File: config.mk
export PLATFORM = sky130hd
export DESIGN_NAME = m_axis_rc_skid_check
export DESIGN_NICKNAME = d
export VERILOG_FILES = /design/src/rtl/m_axis_rc_skid_check.sv
export SDC_FILE = /design/constraint.sdc
export NUM_CORES = 1
export LEC_CHECK = 0
export ABC_AREA = 1
export BUFFER_PORTS_ARGS = -buffer_cell sky130_fd_sc_hd__buf_2
export CAP_MARGIN = 20
export CORE_MARGIN = 4
export CORE_UTILIZATION = 35
export CTS_BUF_LIST = sky130_fd_sc_hd__clkbuf_4 sky130_fd_sc_hd__clkbuf_8 sky130_fd_sc_hd__clkbuf_16
export CTS_CLUSTER_SIZE = 12
export DETAILED_ROUTE_END_ITERATION = 7
export MAX_ROUTING_LAYER = met4
export SETUP_SLACK_MARGIN = 0.02
export SYNTH_ARGS = -nofsm -noshare
export SYNTH_HDL_FRONTEND = slang
export SYNTH_SLANG_ARGS = --single-unit
export TNS_END_PERCENT = 100
File: constraint.sdc
create_clock -name user_clk -period 21.3 [get_ports user_clk]
set_input_delay 3.195 -clock user_clk [delete_from_list [all_inputs] [get_ports user_clk]]
set_output_delay 3.195 -clock user_clk [all_outputs]
set_load 0.05 [all_outputs]
File: src/rtl/m_axis_rc_skid_check.sv
// RC AXIS register stage: 2-entry skid buffer with registered tready,
// plus a per-packet beat-count checker that flags length and discontinue errors.
module m_axis_rc_skid_check #(
  parameter int DATA_WIDTH = 128,
  parameter int KEEP_WIDTH = DATA_WIDTH / 8,
  parameter int ERR_CNT_W  = 16
) (
  input  logic                  user_clk,
  input  logic                  user_reset_n,
  input  logic [DATA_WIDTH-1:0] s_axis_rc_tdata,
  input  logic [KEEP_WIDTH-1:0] s_axis_rc_tkeep,
  input  logic                  s_axis_rc_tlast,
  input  logic [84:0]           s_axis_rc_tuser,
  input  logic                  s_axis_rc_tvalid,
  output logic [3:0]            s_axis_rc_tready,
  output logic [DATA_WIDTH-1:0] m_axis_rc_tdata_a,
  output logic [KEEP_WIDTH-1:0] m_axis_rc_tkeep_a,
  output logic                  m_axis_rc_tlast_a,
  output logic [84:0]           m_axis_rc_tuser_a,
  output logic                  m_axis_rc_tvalid_a,
  input  logic [3:0]            m_axis_rc_tready_a,
  output logic                  err_len,
  output logic                  err_disc,
  output logic [ERR_CNT_W-1:0]  err_cnt
);

  localparam int BW = DATA_WIDTH + KEEP_WIDTH + 86;

  logic [BW-1:0] w_in;
  logic [BW-1:0] r_m;
  logic [BW-1:0] r_s;
  logic          r_m_valid;
  logic          r_s_valid;
  logic          w_acc;
  logic          w_mxfer;
  logic          w_unused;

  assign w_in = {s_axis_rc_tuser, s_axis_rc_tlast,
                 s_axis_rc_tkeep, s_axis_rc_tdata};
  assign w_acc   = s_axis_rc_tvalid & ~r_s_valid;
  assign w_mxfer = r_m_valid & m_axis_rc_tready_a[0];
  assign w_unused = ^m_axis_rc_tready_a[3:1];

  assign s_axis_rc_tready   = {4{~r_s_valid}};
  assign m_axis_rc_tvalid_a = r_m_valid;
  assign {m_axis_rc_tuser_a, m_axis_rc_tlast_a,
          m_axis_rc_tkeep_a, m_axis_rc_tdata_a} = r_m;

  always_ff @(posedge user_clk or negedge user_reset_n) begin
    if (!user_reset_n) begin
      r_m_valid <= 1'b0;
      r_s_valid <= 1'b0;
    end else if (r_s_valid) begin
      if (w_mxfer) r_s_valid <= 1'b0;
    end else if (w_acc) begin
      if (!r_m_valid || w_mxfer) r_m_valid <= 1'b1;
      else                       r_s_valid <= 1'b1;
    end else if (w_mxfer) begin
      r_m_valid <= 1'b0;
    end
  end

  // payload registers carry no reset; only the valids matter
  always_ff @(posedge user_clk) begin
    if (r_s_valid) begin
      if (w_mxfer) r_m <= r_s;
    end else if (w_acc) begin
      if (!r_m_valid || w_mxfer) r_m <= w_in;
      else                       r_s <= w_in;
    end
  end

  logic        r_body;
  logic        r_supp;
  logic [8:0]  r_exp;
  logic [8:0]  r_bcnt;
  logic [10:0] w_dw2;
  logic [8:0]  w_exp_sop;
  logic [8:0]  w_exp;
  logic [8:0]  w_bcnt;
  logic        w_supp;
  logic        w_len;
  logic        w_disc;

  assign w_dw2     = {1'b0, s_axis_rc_tdata[41:32]} + 11'd2;
  assign w_exp_sop = 9'd1 + w_dw2[10:2];

  always_comb begin
    w_exp  = r_body ? r_exp : w_exp_sop;
    w_bcnt = 9'd1;
    if (r_body)
      w_bcnt = (r_bcnt == 9'h1FF) ? r_bcnt : r_bcnt + 9'd1;
    w_supp = r_body & r_supp;
    w_len  = 1'b0;
    if (w_acc && !w_supp)
      w_len = s_axis_rc_tlast ? (w_bcnt != w_exp)
                              : (w_bcnt == w_exp);
    w_disc = w_acc & s_axis_rc_tuser[42];
  end

  always_ff @(posedge user_clk or negedge user_reset_n) begin
    if (!user_reset_n) begin
      r_body   <= 1'b0;
      r_supp   <= 1'b0;
      r_exp    <= '0;
      r_bcnt   <= '0;
      err_len  <= 1'b0;
      err_disc <= 1'b0;
      err_cnt  <= '0;
    end else begin
      err_len  <= w_len;
      err_disc <= w_disc;
      if ((w_len || w_disc) && (err_cnt != '1))
        err_cnt <= err_cnt + 1'b1;
      if (w_acc) begin
        r_exp  <= w_exp;
        r_bcnt <= w_bcnt;
        r_body <= ~s_axis_rc_tlast;
        // one length pulse per packet: mute until tlast
        r_supp <= ~s_axis_rc_tlast & (w_supp | w_len);
      end
    end
  end

endmodule
==> Yosys cells after proc, flatten, opt, wreduce, memory -nomap -nowiden <==
Index checks and enable logic that the tools add are counted.
{ "totals": {"reg_bits": 500, "elab_cells": 58, "input_bits": 237} }
{ "op_classes": {"n_eq_ne": 6, "n_bitwise": 9, "n_mux": 16, "n_reduce_logical": 12, "n_addsub": 4} }
{ "ops": {"columns": ["op", "n"], "rows": [
  ["two-way mux 230 bit", 4],
  ["two-way mux 9 bit", 3],
  ["adder 16 x 1 -> 16 bit, second input constant", 1],
  ["!= test 16 bit, second input constant", 1],
  ["adder 10 x 2 -> 11 bit, second input constant", 1],
  ["adder 1 x 9 -> 9 bit, first input constant", 1],
  ["adder 9 x 1 -> 9 bit, second input constant", 1],
  ["== test 9 bit", 1],
  ["== test 9 bit, second input constant", 1],
  ["two-way mux 1 bit", 9],
  ["!= test 9 bit", 1],
  ["AND reduction 3 bit", 3],
  ["nonzero test 2 bit", 3],
  ["bitwise AND 1 bit", 5],
  ["!= test 2 x 1 -> 1 bit, second input constant", 2],
  ["NOT 1 bit", 3],
  ["logical AND 1 bit", 2],
  ["logical NOT 1 bit", 2],
  ["logical OR 1 bit", 2],
  ["OR 1 bit", 1]
]} }

==> Depth between registers and ports, before layout <==
Gate-level depths: netlist of run 1.
{ "logic_depth": {"depth_word": 8, "depth_mapped": 23, "depth_no_buf": 22} }

==> Worst setup path before layout of run 1 <==
Ideal clock, no wire load.
{ "synth_path": {"path_type": "input-to-reg", "startpoint": "in s_axis_rc_tvalid", "endpoint": "reg r_s_valid", "required_ps": 21172, "arrival_time_ps": 13938, "stages": 4, "path_slack_ps": 7234, "path_buffers": 1, "cell_sequence": "nand2_1 -> clkbuf_1 -> nor2_1 -> or2_2"} }
{ "synth_between": {"elab_chain_cells": 3} }
{ "synth_lines": {"columns": ["element", "line", "text"], "rows": [
  ["start: declaration", "14", "input logic s_axis_rc_tvalid,"],
  ["bitwise AND 1 bit", "40", "assign w_acc = s_axis_rc_tvalid & ~r_s_valid;"],
  ["two-way mux 1 bit", "55", "end else if (w_acc) begin"],
  ["two-way mux 1 bit", "53", "end else if (r_s_valid) begin"],
  ["end signal: assignment", "52", "r_s_valid <= 1'b0;"],
  ["end signal: assignment", "54", "if (w_mxfer) r_s_valid <= 1'b0;"],
  ["end signal: assignment", "57", "else r_s_valid <= 1'b1;"],
  ["end: declaration", "33", "logic r_s_valid;"]
]} }
No other way between the ends.
A chain may end at the register's enable or synchronous reset.

==> Worst setup path after layout of run 1 <==
{ "layout_path": {"startpoint": "in s_axis_rc_tvalid", "endpoint": "reg r_m[80], enable pin"} }
{ "layout_between": {"elab_chain_cells": 3} }
{ "layout_lines": {"columns": ["element", "line", "text"], "rows": [
  ["bitwise AND 1 bit", "40", null],
  ["nonzero test 2 bit (no line)", null, null],
  ["AND reduction 3 bit (no line)", null, null],
  ["end signal: assignment", "66", "if (w_mxfer) r_m <= r_s;"],
  ["end signal: assignment", "68", "if (!r_m_valid || w_mxfer) r_m <= w_in;"],
  ["end: declaration", "30", "logic [BW-1:0] r_m;"]
]} }
No other way between the ends.

==> results.md, run 1 <==
* Initial DRC Count at 816
* Commonest non-fill, non-tap cell in the layout: nand2_1
* H-tree Lvls at 2
* M1 GR Usage at 20.1%
* FF-to-FF End: r_m[80]
* Worst R2R Path Depth at 6
* Critical Path Fanout Max at 75
* Yosys warns at 0
* Max cap viols at 0
* Commonest non-fill, non-tap cells in the layout: 805 x nand2_1, 486 x buf_2, 460 x edfxtp_1, 56 x clkbuf_16, 53 x inv_1
* CTS Buf Count at 55
* Worst slew pin tran at 1080 ps
* Synth top area cells: edfxtp_1 71%, nand2_1 16%, dfrtp_1 5.1%, nand3_1 1.3%, inv_1 1.0%
* Final WS setup at 15210 ps
* Worst EP arrival at 6290 ps
* Yosys reg bits at 500
* Syn_area_per_cell at ~12 µm²
* Clock sink total at 500
* RSZ-0062 raised after global routing: no
* Die width at 244 µm
* Clock period minus worst slack at between 6000 and 7000 ps
* Peak VDD IR at 0.0857 mV
* Crit share post-route at 28.6%
* Worst Setup SP: s_axis_rc_tvalid
* Syn Inst Count at 1618
* GRT busiest layer: met2
* CTS tree: done
* I/O pin total at 490
* Worst hold slack at 493 ps
* Initial antenna violation count at 16
* Final Total Pwr at roughly 3.8 mW
* Vias in the first global route at approximately 13000
* Kind of critical path: input pin to flop
* Power density over the cells at 156 nW/µm²
* Total Nets Final at 2347
* Clk Latency, worst-skew pair at 590 ps
* Hold_buf cts at 0
* CP startpoint kind: input pin
* DRC viols at 0
* WL/cell at about 17 µm
* Area Overhead vs Synth at 25.7%
* Global-route wire length before repair at roughly 75000 µm
* Yosys top cell area share at between 70% and 80%
* Largest net degree at the start of global routing at 155
* R2r setup slk at roughly 17000 ps
* Post-CTS sizing at 0
* Critical Path End Type: flop
* Vias at 13200
* Core area at ~55000 µm²
* Pre-antenna DRT Iters at 5
* Synth unique cells at 34
* Slew Viols, Final at 0
* Critical path capture point: r_m[80]
* Standard-cell rows at 86
* Grt ovf at 0
* Port Buffers at between 400 and 500
* Finish-stage setup viols at 0
* CP required at 21500 ps
* Starting Density at between 30% and 40%
* Status: complete, no violations
* Setup Fix Bufs, Post-CTS at 0
* Leak at 10.6 nW
* Worst Hold Class: flop to flop
* Die height at 244 µm
* Syn Nets at 1859
* Met3 usage at roughly 4.4%
* Clock transition at path regs at 60 ps
* Max transition margin at 27.9%
* GR Util met2 at 26.8%
* Cell Area, Synth at between 15000 and 20000 µm²
* Setup tns final at 0 ps
* WL final at around 50000 µm
* Post-Route Skew at 18.1 ps
* Seq/Total Area, Yosys at 76.0%
* Ratio of cells with drive above 1 in the final layout at 29.3%
* Total Routing Usage GR at 16.5%
* Die ar. at between 50000 and 60000 µm²
* Dpl ws at 14480 ps
* Reg2Reg Launch Point: r_s_valid
* Final Wtd Congestion at 0.843
* Largest area contributor in the synthesized netlist: edfxtp_1
* Clock root cell: clkbuf_16
* Clock Path Buffers at 3
* Fmax at 0.164 GHz
* Post-DP HPWL at 33300 µm
* Vias per cell at 4.54
* Detail Route Antenna Nets at 0
* Final hold violations at 0
[layer usage]
metal	share of wire (%)	wire length, µm	vias to the layer above
met5	0	0	-
met4	3.2	1590	0
met3	7.5	3710	92
met2	49	24300	414
met1	40	20100	6291
li1	-	-	6416
[power breakdown]
| part | switching [mW] | leakage, nW | internal (mW) |
|---|---|---|---|
| combinational | 1.14 | 4.89 | 0.245 |
| sequential | 0.0867 | 4.83 | 1.43 |
| clock | 0.376 | 0.882 | 0.551 |
| total | 1.60 | 10.6 | 2.23 |
[cells by family (layout without fill, tap and decap cells)]
| family | count (synthesis) | count (layout) | share of synthesized area, % |
|---|---|---|---|
| AO/OA/AOI/OAI | 43 | 43 | 1.19 |
| XOR/XNOR | 12 | 12 | 0.539 |
| adder cells (fa/ha/maj) | 4 | 4 | 0.257 |
| buffers and inverters | 123 | 652 | 2.62 |
| flip-flops | 500 | 500 | 76.0 |
| other | 0 | 18 | 0 |
| AND/OR/NAND/NOR | 936 | 936 | 19.4 |
[worst min-delay path by stage]
stage               startpoint  endpoint  slack [ps]  cells after the start
detailed placement    r_exp[2]  r_exp[2]         480                      2
global route          r_exp[2]  r_exp[2]         500                      2
finish                r_exp[1]  r_exp[1]         490                      2
floorplan             r_exp[2]  r_exp[2]         450                      2
global placement      r_exp[2]  r_exp[2]         460                      2
CTS                   r_exp[2]  r_exp[2]         490                      2
[metrics by stage]
step	area, µm²	std cells	utilization, %
after floorplan	19500	1618	-
after global placement	22700	2797	41.1
after detailed placement	22700	2797	41.1
after CTS	24400	2895	44.4
after global routing	24500	2911	44.4
final	24500	2913	44.5
[worst max-delay path, stage by stage]
cell and delay (ps):
buf_2 80, nand2_1 530, inv_1 620, a21oi_1 170
nor2_4 720, buf_4 910
[synthesized netlist by cell type]
master,count
o21ai_1,2
buf_6,2
nand3_4,1
nand2_1,805
a21oi_1,4
a21o_1,1
o21ai_0,31
xnor2_1,5
buf_12,1
nor2_1,28
o21bai_2,1
clkbuf_1,51
nand3_1,52
inv_2,5
xor2_1,7
nand3b_1,1
nor2_4,3
nor2_2,6
buf_4,4
buf_1,5
nor3_1,9
nand3_2,9
inv_1,53
a31oi_1,3
o21ai_2,1
buf_2,2
or2_2,2
nand4_1,10
nand2_4,1
edfxtp_1,460
nor3_4,1
nand2_2,8
dfrtp_1,40
ha_1,4
[sequential cells by signal, indices dropped and copies added, names as in the netlist, 9 cells and up]
| signal | cells |
|---|---|
| r_m | 230 |
| r_s | 230 |
| err_cnt | 16 |
| r_bcnt | 9 |
| r_exp | 9 |
[final cells by class]
type / count / area, µm²
Clock inverter: 21 / 206
Timing Repair Buffer: 496 / 2520
Clock buffer: 77 / 1570
Tap cell: 748 / 936
Sequential cell: 500 / 14800
Fill cell: 5186 / 30600
Antenna cell: 18 / 45.0
Multi-Input combinational cell: 995 / 4170
Inverter: 58 / 223
Note: power is estimated with default switching activity, not from simulation.
==> inputs of run 2 (changes only) <==
--- a/config.mk
+++ b/config.mk
@@ -5,7 +5,7 @@
 export SDC_FILE = /design/constraint.sdc
 export NUM_CORES = 1
 export LEC_CHECK = 0
-export ABC_AREA = 1
+export ABC_AREA = 0
 export BUFFER_PORTS_ARGS = -buffer_cell sky130_fd_sc_hd__buf_2
 export CAP_MARGIN = 20
 export CORE_MARGIN = 4
==> constraint.sdc (replaced) <==
create_clock -name user_clk -period 6.2 [get_ports user_clk]
set_input_delay 0.93 -clock user_clk [delete_from_list [all_inputs] [get_ports user_clk]]
set_output_delay 0.93 -clock user_clk [all_outputs]
set_load 0.05 [all_outputs]
==> run 2 against run 1 <==
Effect of this change: die area is 1.1% lower; setup slack worse by 13000 ps; register-to-register slack worse by 14000 ps; clock power grew to 3.4 times the previous value; clock skew is 1.9 ps lower; flip-flop and latch count stayed put; synthesized cell count is 36% lower; synthesized area is 1.2% lower; utilization is 0.27 points higher; cell area is 1.1% lower; largest power group unchanged.
==> results.md, run 2 <==
* Status: complete, no violations
* Cell Area, Synth at 19300 µm²
* Area Overhead vs Synth at 25.7%
* Dpl ws at 1490 ps
* Synth top area cells: edfxtp_1 72%, mux2_2 13%, dfrtp_1 5.2%, nand2_1 0.86%, xnor2_1 0.73%
* Total Routing Usage GR at 15.6%
* Worst EP arrival at 4570 ps
* Die width at 243 µm
* WL/cell at around 20 µm
* Clk Latency, worst-skew pair at between 600 and 700 ps
* Seq/Total Area, Yosys at 76.9%
* Post-DP HPWL at approximately 32000 µm
* Setup tns final at 0 ps
* Syn_area_per_cell at 18.5 µm²
* Commonest cells in the netlist: 460 x edfxtp_1, 229 x mux2_2, 44 x nand2_1
* Starting Density at between 30% and 40%
* Peak VDD IR at 0.488 mV
* Yosys reg bits at 500
* Vias per cell at approximately 4.8
* FF-to-FF End: err_cnt[1]
* I/O pin total at between 400 and 500
* Largest net degree at the start of global routing at 111
* RSZ-0062 raised after global routing: no
* Worst Setup SP: s_axis_rc_tdata[34]
* Final core utilization at 44.7%
* Finish-stage setup viols at 0
* Die ar. at 58800 µm²
* Share of synthesized registers carrying an async set or reset at 8.00%
* CP startpoint kind: input pin
* Hold_buf cts at 0
* Crit share post-route at 65.9%
* Final Total Pwr at around 13 mW
* Vias at 11100
* CP required at 6680 ps
* Kind of critical path: input pin to flop
* Largest area contributor in the synthesized netlist: edfxtp_1
* Non-Filler Instances at 2292
* Final WS setup at 2120 ps
* Final hold violations at 0
* CTS tree: done
* Standard-cell rows at 85
* Clock sink total at 500
* Power density over the cells at roughly 540 nW/µm²
* Final Wtd Congestion at roughly 0.81
* Yosys top cell area share at 71.7%
* Clock transition at path regs at 60 ps
* Clock Path Buffers at 3
* Most common cell in the netlist: edfxtp_1
* Clock power share at 23.7%
* Post-Route Skew at 16.2 ps
* Worst slew pin tran at about 1100 ps
* Worst R2R Path Depth at 10
* Vias in the first global route at around 11000
* Switching Share at 40.0%
* Worst Hold Class: input pin to asynchronous set/reset pin
* Max cap viols at 0
* Synth unique cells at 65
* Post-synth EDFFs at 460
* Post-CTS sizing at 0
* Placed cell count at 2184
* Port Buffers at 486
* Syn Inst Count at 1039
* Slew Viols, Final at 0
* H-tree Lvls at 2
* Commonest non-fill, non-tap cell in the layout: buf_2
* Yosys warns at 0
* Detail Route Antenna Nets at 0
* Clock root cell: clkbuf_16
* Post-synth top flop: edfxtp_1
* DRC viols at 0
* Setup Fix Bufs, Post-CTS at 0
* Grt ovf at 0
* Leak at 9.14 nW
* Internal Pwr Total at 7.88 mW
* Initial DRC Count at 638
* Ratio of cells with drive above 1 in the final layout at about 52%
* Die height at between 200 and 250 µm
* Critical Path Fanout Max at 13
* Commonest non-fill, non-tap cells in the layout: 486 x buf_2, 460 x edfxtp_1, 229 x mux2_2, 54 x clkbuf_16, 44 x nand2_1
* Max transition margin at 29.9%
* Pre-antenna DRT Iters at 4
* Net Switching at 5.26 mW
* R2r setup slk at 2620 ps
* Reg power frac at 39.7%
* Global-route wire length before repair at 69800 µm
* WL final at between 40000 and 50000 µm
* Comb power frac at 36.6%
* CTS Buf Count at 54
* Top Registers: r_m x230, r_s x230, err_cnt x16
* Total Nets Final at 1785
* Initial antenna violation count at 9
* Clock period minus worst slack at ~4100 ps
* Fmax at 0.245 GHz
* Critical Path End Type: flop
* Core area at between 50000 and 60000 µm²
* Syn Nets at roughly 1300
* Reg2Reg Launch Point: r_bcnt[0]
## run 2: layout make-up
cell class	instances	area, µm²
diodes	10	25.0
clock buffers	72	1500
clock inverters	26	215
fillers	4812	29900
inverters	16	60.1
multi-input cells	479	4190
flip-flops and latches	500	14800
well taps	696	871
repair buffers	493	2530
## run 2: worst max-delay path by stage
stage | slack (ps) | depth (start not counted) | endpoint
after floorplan | 410 | 4 | r_m[0]
after global placement | 1670 | 13 | err_cnt[1]
after detailed placement | 1490 | 13 | err_cnt[1]
after CTS | 2140 | 13 | err_cnt[1]
after global routing | 1970 | 13 | err_cnt[1]
final | 2120 | 13 | err_cnt[1]
## run 2: worst max-delay path, stage by stage
cell and delay, ps:
buf_2 160, ha_1 400, nand2b_1 230, nand2_1 80, ha_1 290, xor2_2 170, xnor2_1 170, or3_1 350
a221oi_2 260, nand4_1 270, mux2_2 370, nor2_2 470, mux2_2 400
## run 2: power groups by stage
stage	registers (mW)	logic, mW	clock network, mW
detailed placement	5.29	4.87	0
CTS	5.23	4.88	3.21
finish	5.21	4.81	3.11
floorplan	7.49	1.50	0
global placement	5.26	4.86	0
global route	5.31	5.04	3.35
## run 2: kinds of logic after synthesis
group	after synthesis	synth area share [%]
DFF	500	76.9
buffers and inverters	60	1.40
adders and majority gates	4	0.260
xor gates and xnor gates	32	1.53
muxes	233	13.6
and+or+nand+nor	129	3.53
AOI/OAI and AO/OA	81	2.72
## run 2: through the flow
stage | hold WS, ps | area (µm²)
2_1_floorplan | 450 | 19300
3_3_place_gp | 461 | 22500
3_5_place_dp | 481 | 22500
4_1_cts | 461 | 24200
5_1_grt | 465 | 24200
6_report | 477 | 24200
## run 2: layer usage
| layer | GRT usage (%) | vias to the layer above | share of wire (%) |
|---|---|---|---|
| met5 | - | - | 0 |
| met4 | 5.53 | 0 | 3.1 |
| met3 | 4.35 | 84 | 7.0 |
| met2 | 26.5 | 325 | 51 |
| met1 | 17.9 | 5561 | 39 |
| li1 | - | 5089 | - |
==> inputs of run 3 (changes only) <==
==> constraint.sdc (replaced) <==
create_clock -name user_clk -period 3.6 [get_ports user_clk]
set_input_delay 0.54 -clock user_clk [delete_from_list [all_inputs] [get_ports user_clk]]
set_output_delay 0.54 -clock user_clk [all_outputs]
set_load 0.05 [all_outputs]
==> run 3 against run 2 <==
Effect of this change: sequential share of layout area decreased by 0.59 points; wire length decreased by 0.43%; flip-flop and latch count unchanged; final cell count increased by 0.44%; clock-buffer cell count decreased by 3; clock skew about the same; largest cell class unchanged.
==> results.md, run 3 (synthesis results as in run 2) <==
* Status: complete, no violations
* Initial antenna violation count at 9
* Top Registers: r_m x230, r_s x230, err_cnt x16
* Slowest stage delay, CP at 530 ps
* Worst Hold Class: input pin to asynchronous set/reset pin
* Placed Area at 22700 µm²
* Reg2Reg Launch Point: r_bcnt[0]
* Vias in the first global route at roughly 12000
* Initial DRC Count at ~560
* Clock sink total at 500
* Post-DP HPWL at roughly 32000 µm
* Total Routing Usage GR at 15.7%
* I/O pin total at 490
* Starting Density at ~36%
* Design Area, Final at 24400 µm²
* Die width at 243 µm
* Worst slew pin tran at 967 ps
* Clk Latency, worst-skew pair at 600 ps
* Dpl ws at 59.0 ps
* Worst R2R Path Depth at 12
* Area Overhead vs Synth at 27.0%
* Grt ovf at 0
* Clock period minus worst slack at 3230 ps
* Final WS setup at 375 ps
* Largest net degree at the start of global routing at between 100 and 150
* Critical Path Fanout Max at 9
* Leak at approximately 9 nW
* Post-Route Skew at 15.9 ps
* Vias per cell at approximately 4.8
* R2r setup slk at 370 ps
* Fmax at between 0.3 and 0.4 GHz
* DRC viols at 0
* Clock root cell: clkbuf_16
* WL final at about 46000 µm
* CP required at 4060 ps
* Standard-cell rows at 85
* Worst EP arrival at between 3000 and 4000 ps
* FF-to-FF End: err_cnt[8]
* Worst Setup SP: r_bcnt[0]
* WL/cell at 20.0 µm
* Max cap viols at 0
* Number of fill cells at 4766
* Core area at around 54000 µm²
* CTS Buf Count at 54
* Max transition margin at between 30 and 40%
* Kind of critical path: flop to flop
* Critical Path End Type: flop
* Clock Path Buffers at 3
* Placed cell count at 2199
* CTS tree: done
* H-tree Lvls at 2
* Setup tns final at 0 ps
* Worst hold slack at 96.1 ps
* Cell chain of the critical path: ha_1 > nand3_1 > or4b_1 > o311a_1 > o2111ai_1 > a221oi_2 > nand4_1 > mux2_2 > nor2_2 > buf_4 > nor4_1 > xor2_1
* CP startpoint kind: flop
* Final Wtd Congestion at around 0.86
* Final core utilization at 45.2%
* Pre-antenna DRT Iters at 4
* Finish-stage setup viols at 0
* Peak VDD IR at 0.625 mV
* Port Buffers at 486
* Global-route wire length before repair at 70300 µm
* Detail Route Antenna Nets at 0
* Setup Fix Bufs, Post-CTS at 0
* Commonest non-fill, non-tap cells in the layout: 486 x buf_2, 460 x edfxtp_1, 229 x mux2_2, 54 x clkbuf_16, 44 x nand2_1
* Ratio of cells with drive above 1 in the final layout at 52.9%
* Crit-path slowest cell: or4b_1
* Slew Viols, Final at 0
* Power density over the cells at 937 nW/µm²
* Clock transition at path regs at 60 ps
* Die height at 243 µm
* Vias at between 10000 and 15000
* Crit share post-route at between 80% and 90%
* Commonest non-fill, non-tap cell in the layout: buf_2
* Total Nets Final at 1800
* Die ar. at between 50000 and 60000 µm²
* Non-Filler Instances at 2302
* Final Total Pwr at 22.9 mW
* RSZ-0062 raised after global routing: no
* Final hold violations at 0
run 3: cell count changes in the layout (fill, tap and decap cells not counted), sizes merged:
| cell | change |
|---|---|
| buf | +15 |
| clkinv | -5 |
| clkinvlp | -2 |
| clkbuf | -3 |
| inv | +2 |
| bufinv | +3 |
run 3: how the worst max path moves through the flow:
stage                  end  slack, ps
2_1_floorplan       r_m[0]      -1520
3_5_place_dp    err_cnt[8]         60
3_3_place_gp    err_cnt[8]        110
5_1_grt        err_cnt[11]        110
6_report        err_cnt[8]        370
4_1_cts         err_cnt[8]        220
run 3: critical path, delay by kind of cell, from the launching register on:
family          cells  cell delay (ps)
mux                 1              380
compound gates      3              340
fa+ha+maj           1              270
simple gates        5             1280
xor+xnor            1              150
flops               1              440
buf+inv             1              210
run 3: area by class of cell:
cell class                 count  area [µm²]  share of cell area, %
antenna                       10        25.0                  0.102
clock buffer                  69        1460                   5.99
clock inverter                24         290                   1.19
inverter                      16        60.1                  0.246
multi-input combinational    479        4210                   17.2
sequential                   500       14800                   60.6
tap                          696         871                   3.56
timing repair buffer         508        2710                   11.1
run 3: metal layers:
layer | part of all wire [%] | GRT usage [%] | up-vias
met2 | 50 | 26.0 | 357
met1 | 40 | 18.8 | 5527
met4 | 2.6 | 5.22 | 0
li1 | - | - | 5122
met5 | 0 | - | -
met3 | 6.8 | 3.96 | 78
run 3: what timing repair did:
action,in CTS,in global routing
hold endpoints to repair,0,0
resized for setup,0,1
setup endpoints to repair,0,9
hold buffers,0,0
run 3: report_power, final:
group	internal, mW	switching (mW)	total, mW
sequential	8.40	0.494	8.89
clock	3.24	2.26	5.50
combinational	2.20	6.30	8.51
